### config.mk
export PLATFORM = sky130hd
export DESIGN_NAME = cpu_controller
export DESIGN_NICKNAME = d
export VERILOG_FILES = /design/src/rtl/cpu_controller.sv
export SDC_FILE = /design/constraint.sdc
export NUM_CORES = 1
export LEC_CHECK = 0
export CAP_MARGIN = 5
export CORE_MARGIN = 4
export CORE_UTILIZATION = 30
export CTS_CLUSTER_DIAMETER = 80
export DETAILED_ROUTE_END_ITERATION = 10
export GPL_TIMING_DRIVEN = 0
export SYNTH_ARGS = -nofsm -noshare
export SYNTH_HDL_FRONTEND = slang
export SYNTH_SLANG_ARGS = --single-unit
### constraint.sdc
create_clock -name clk -period 2 [get_ports clk]
set_clock_uncertainty 0.15 [all_clocks]
set_input_delay 0.4 -clock clk [delete_from_list [all_inputs] [get_ports clk]]
set_output_delay 0.4 -clock clk [all_outputs]
set_load 0.01 [all_outputs]
### src/rtl/cpu_controller.sv
// Instruction-cycle sequencer for the 8-bit RISC CPU: an eight-phase counter
// plus a halted flag, with all strobes decoded from phase, opcode and zero.
module cpu_controller #(
  parameter logic [2:0] OP_HLT = 3'd0,
  parameter logic [2:0] OP_SKZ = 3'd1,
  parameter logic [2:0] OP_ADD = 3'd2,
  parameter logic [2:0] OP_AND = 3'd3,
  parameter logic [2:0] OP_XOR = 3'd4,
  parameter logic [2:0] OP_LDA = 3'd5,
  parameter logic [2:0] OP_STO = 3'd6,
  parameter logic [2:0] OP_JMP = 3'd7
) (
  input  logic       clk,
  input  logic       reset,
  input  logic [2:0] opcode,
  input  logic       zero,
  output logic       sel,
  output logic       rd,
  output logic       ld_ir,
  output logic       inc_pc,
  output logic       halt,
  output logic       ld_pc,
  output logic       data_e,
  output logic       ld_ac,
  output logic       wr,
  output logic [2:0] phase
);

  localparam logic [2:0] PH_INST_ADDR  = 3'd0;
  localparam logic [2:0] PH_INST_FETCH = 3'd1;
  localparam logic [2:0] PH_INST_LOAD  = 3'd2;
  localparam logic [2:0] PH_IDLE       = 3'd3;
  localparam logic [2:0] PH_OP_ADDR    = 3'd4;
  localparam logic [2:0] PH_OP_FETCH   = 3'd5;
  localparam logic [2:0] PH_ALU_OP     = 3'd6;
  localparam logic [2:0] PH_STORE      = 3'd7;

  logic [2:0] phase_reg;
  logic       halted_reg;
  logic       aluop;
  logic       is_hlt;
  logic       is_skz;
  logic       is_sto;
  logic       is_jmp;

  // A HLT seen in OP_ADDR freezes the counter there; only reset releases it.
  always_ff @(posedge clk) begin
    if (!reset) begin
      phase_reg  <= PH_INST_ADDR;
      halted_reg <= 1'b0;
    end else if (!halted_reg) begin
      if (phase_reg == PH_OP_ADDR && is_hlt) begin
        halted_reg <= 1'b1;
      end else begin
        phase_reg <= phase_reg + 3'd1;
      end
    end
  end

  assign aluop  = (opcode == OP_ADD) || (opcode == OP_AND) ||
                  (opcode == OP_XOR) || (opcode == OP_LDA);
  assign is_hlt = (opcode == OP_HLT);
  assign is_skz = (opcode == OP_SKZ);
  assign is_sto = (opcode == OP_STO);
  assign is_jmp = (opcode == OP_JMP);
  assign phase  = phase_reg;

  always_comb begin
    sel    = 1'b0;
    rd     = 1'b0;
    ld_ir  = 1'b0;
    inc_pc = 1'b0;
    halt   = 1'b0;
    ld_pc  = 1'b0;
    data_e = 1'b0;
    ld_ac  = 1'b0;
    wr     = 1'b0;
    if (halted_reg) begin
      halt = 1'b1;
    end else begin
      case (phase_reg)
        PH_INST_ADDR: begin
          sel = 1'b1;
        end
        PH_INST_FETCH: begin
          sel = 1'b1;
          rd  = 1'b1;
        end
        PH_INST_LOAD, PH_IDLE: begin
          sel   = 1'b1;
          rd    = 1'b1;
          ld_ir = 1'b1;
        end
        PH_OP_ADDR: begin
          inc_pc = 1'b1;
          halt   = is_hlt;
        end
        PH_OP_FETCH: begin
          rd = aluop;
        end
        PH_ALU_OP: begin
          rd     = aluop;
          inc_pc = is_skz && zero;
          ld_pc  = is_jmp;
          data_e = is_sto;
        end
        PH_STORE: begin
          rd     = aluop;
          ld_ac  = aluop;
          ld_pc  = is_jmp;
          wr     = is_sto;
          data_e = is_sto;
        end
        default: begin
          sel = 1'b0;
        end
      endcase
    end
  end

endmodule

# After elaboration in Yosys (flattened, before gate mapping)
# Cells that the tools add are included.
# op_classes
n_addsub	1
eq_ne	14
mux	20
bitwise	2
n_reduce_logical	13
# op_table
op	n
== test 3 bit (second input constant)	8
2-to-1 mux 1 bit	18
== test 3 x 2 -> 1 bit (second input constant)	4
== test 3 x 1 -> 1 bit (second input constant)	2
zero test 3 bit	2
OR reduction 3 bit	2
one-hot mux 1 bit (2 select lines)	2
OR reduction 2 bit	2
OR reduction 4 bit	1
adder 3 x 1 -> 3 bit (second input constant)	1
logical OR 1 bit	3
logical AND 1 bit	2
inverter 1 bit	2
AND reduction 2 bit	1
# word_totals
regBits	4
in_bits	6
out_inout_bits	12
word_cells	52

# Longest topological paths before layout
# logic_depth
ltp_word	6
depth_mapped	5

# Least setup slack after synthesis
# Ideal clock, no wire load.
# synth_path
path_kind	register -> output
startpoint	register phase_reg[0], in the netlist phase[0]
endpoint	output port ld_pc
t_arrival_ps	1351
required_time_ps	1450
setup_slack_ps	99
path_stages_with_launch	5
cell_sequence	dfxtp_1 ha_1 ha_1 a21oi_1 nor4b_1
# synth_via
elab_chain_len	4
word_cells_on_any_way	5
classes_between	2 x eq/ne; 2 x mux; 1 x reduce/logical
# synth_lines
element	line_no	rtl
start, declared	38	logic [2:0] phase_reg;
start signal, assigned	55	phase_reg <= phase_reg + 3'd1;
== test 3 bit	81	case (phase_reg)
OR reduction 2 bit (no line) (*)	--	
2-to-1 mux 1 bit (*)	81	
2-to-1 mux 1 bit (*)	78	if (halted_reg) begin
end, declared	22	output logic ld_pc,
# Mark *: on every way between the ends. The rest lies on a longest branch, timed or not.

# Worst setup path after layout
# layout_path
startpoint	register phase_reg[1], in the netlist phase[1]
endpoint	output port sel
# layout_via
elab_chain_len	4
word_cells_on_any_way	7
classes_between	3 x eq/ne; 2 x mux; 2 x reduce/logical
# layout_lines
element	line_no	rtl
== test 3 x 2 -> 1 bit (tied with other cells)	81	
OR reduction 4 bit (no line) (*)	--	
2-to-1 mux 1 bit (*)	81	
2-to-1 mux 1 bit (*)	78	
end, declared	17	output logic sel,
# Marks and branches as above.

==> impl_metrics.json <==
{
  "tightestPinTransition_ps": 272.5,
  "setup.worst_path.class": "register to output pin",
  "die_h_um": 45.38,
  "rrSetupSlack_ps": 420,
  "r2r-start": "phase[0]",
  "synth_fp_nets": 64,
  "fillerInstances": 146,
  "highest_layer": "met4",
  "drt_iter0_drc": 3,
  "first_pass_iters": 4,
  "hpwl_um": 789.5,
  "mostFrequentLayoutCells": "buf_4, nor2_1, buf_2, clkdlybuf4s50_1",
  "drv_cap": 0,
  "ios": 18,
  "placed_cell_area_um2": 608.1,
  "clock-root-buffer": "clkbuf_4",
  "synth_edf_count": 0,
  "synthToLayoutAreaGrowth_pct": 66.87,
  "leakagePower_nw": 0.3031,
  "grt-ovfl-total": 0,
  "wl_met2_um": 610,
  "h-tree-depth": 1,
  "critical_path_buf_inv_count": 2,
  "initial_utilization": 0.3221,
  "grt_pass1_wl_mm": 2.049,
  "status": "complete, but fails checks",
  "synth_cells": 52,
  "async_reset_ff_frac": 0,
  "critPathCaptureType": "output pin",
  "drive_above_1_share": 0.4810,
  "drc": 0,
  "cp_max_fo": 6,
  "arrival_ps": 1540,
  "synth-seq-area-share": 0.1910,
  "period_share": 1.043,
  "core_um2": 1301,
  "io_buffers": 17,
  "post_drt_wl_per_cell_um": 13.15,
  "worstPathCellList": "buf_4, ha_4, or3_1, a21oi_2, nor2_1, buf_2",
  "grt_start_max_net_pins": 11,
  "rsz0062_at_grt": "true",
  "cts_made_buffers": 3,
  "antenna_found_initial": 0,
  "required_ps": 1450,
  "worstHoldStart": "phase[2]",
  "worstSkewPairLatency_ps": 230,
  "wl_met3_um": 124,
  "final_hold_viol_count": 0,
  "finalNetCount": 93,
  "syn_avg_cell_area_um2": 8.061,
  "relSlewSlack": 0.8160,
  "grt_usage": 0.1355,
  "fin_crit_ps": 2087,
  "power_density_nw_per_um2": 1059,
  "syn-cell-area_um2": 419.2,
  "crit_family": "simple AND/OR/NAND/NOR gates",
  "routed_wirelength_mm": 1.236,
  "slew_violations": 0,
  "clk_path_buf_depth": 2,
  "final_common_cell": "buf_4",
  "wl_met1_um": 493,
  "vias": 496,
  "slowest_delay_ps": 350,
  "holdPathStages": 2,
  "irDropWorstVdd_mv": 0.5783,
  "vias_per_cell": 5.277,
  "ys_ff_latch": 4,
  "worstHoldEndpoint": "phase[2]",
  "grt_pass1_vias": 461,
  "ff2ff_path_depth": 7,
  "stdcell_area_um2": 699.4,
  "clock-sinks": 4,
  "synth_cell_type_count": 29,
  "rr_endpoint": "phase[2]",
  "hold_class": "register to register",
  "cts_tree": "built",
  "cp-start-kind": "register",
  "ys.flop_type": "dfxtp_1",
  "fp-row-count": 13,
  "violations": "setup timing",
  "fmax_ghz": 0.4793,
  "ys_warn_count": 0,
  "clk_pin_slew_ps": 40,
  "largest_reg_flops": 3,
  "worst_path_max_delay_cell": "dfxtp_4",
  "diodes": 0,
  "fp.dieW_um": 45.38,
  "setup_ws_ps": -86.55,
  "dieArea_um2": 2059,
  "gp_congestion": 0.7639,
  "dp_slack_ps": -565.6,
  "finalSetupViolCount": 1,
  "ant_nets": 0
}
-- power breakdown --
group	total [W]	switching [W]	internal [W]
logic	0.000489	0.000235	0.000254
registers	0.000151	0.0000367	0.000114
clock network	0.000100	0.0000331	0.0000671
-- worst reg2reg max path, cell delays in order (launching register included) --
cell,delay (ps)
dfxtp_4,350
inv_2,100
ha_4,150
and3b_2,220
a21oi_4,70
buf_4,120
buf_4,130
a221oi_2,190
-- layer usage --
metal,track usage,vias to the layer above
met1,0.1635,228
li1,-,246
met3,0.03953,2
met4,0.03509,0
met2,0.2312,20
met5,0,-
-- cell families after synthesis --
family / Yosys count / synth area share
AOI/OAI and AO/OA: 12 / 0.2328
buffers and inverters: 8 / 0.08954
and+or+nand+nor: 21 / 0.2866
DFF: 4 / 0.1911
adders and majority gates: 6 / 0.1791
xor gates and xnor gates: 1 / 0.02090
-- through the flow --
| step | hold WS (ps) | instances | setup TNS, ps | total power (W) | utilization |
|---|---|---|---|---|---|
| floorplan | 407.1 | 52 | 0 | 0.0003768 | - |
| global placement | 465.6 | 84 | -3452 | 0.0005650 | 0.4673 |
| detailed placement | 467.7 | 84 | -3531 | 0.0005656 | 0.4673 |
| CTS | 467.1 | 93 | -73.37 | 0.0007066 | 0.5240 |
| global route | 466.8 | 94 | -292.4 | 0.0008106 | 0.5375 |
| finish | 433.6 | 94 | -86.55 | 0.0007405 | 0.5375 |
-- timing repair --
| action | CTS | global route |
|---|---|---|
| hold endpoints to repair | 0 | 0 |
| resized for setup | 48 | 8 |
| hold buffers | 0 | 0 |
| setup endpoints to repair | 9 | 9 |
| pin swaps | 4 | 1 |
| setup buffers | 6 | 1 |
-- area by class of cell --
class | instances | area [um2] | share of cell area
Buffer | 1 | 11.26 | 0.01610
Sequential cell | 4 | 88.84 | 0.1270
Multi-Input combinational cell | 40 | 354.1 | 0.5063
Timing Repair Buffer | 24 | 177.7 | 0.2540
Clock buffer | 3 | 22.52 | 0.03220
Inverter | 7 | 26.28 | 0.03757
Tap cell | 15 | 18.77 | 0.02683
-- synthesized netlist by cell type (2+ instances only) --
master,instances,area share
nor2_1,6,0.054
nor3_1,2,0.024
ha_1,6,0.18
inv_1,6,0.054
nor4_1,2,0.030
dfxtp_1,4,0.19
a21oi_1,3,0.036
nand3_1,2,0.024
-- worst max path at each step --
stage	cells past startpoint	slack, ps	from	to
finish	6	-90	phase[1]	sel
global route	6	-130	phase[1]	sel
CTS	6	-70	phase[0]	sel
detailed placement	5	-570	opcode[2]	inc_pc
global placement	5	-560	opcode[2]	inc_pc
floorplan	4	100	phase[0]	ld_pc
Power figures use the tool's default switching activity.
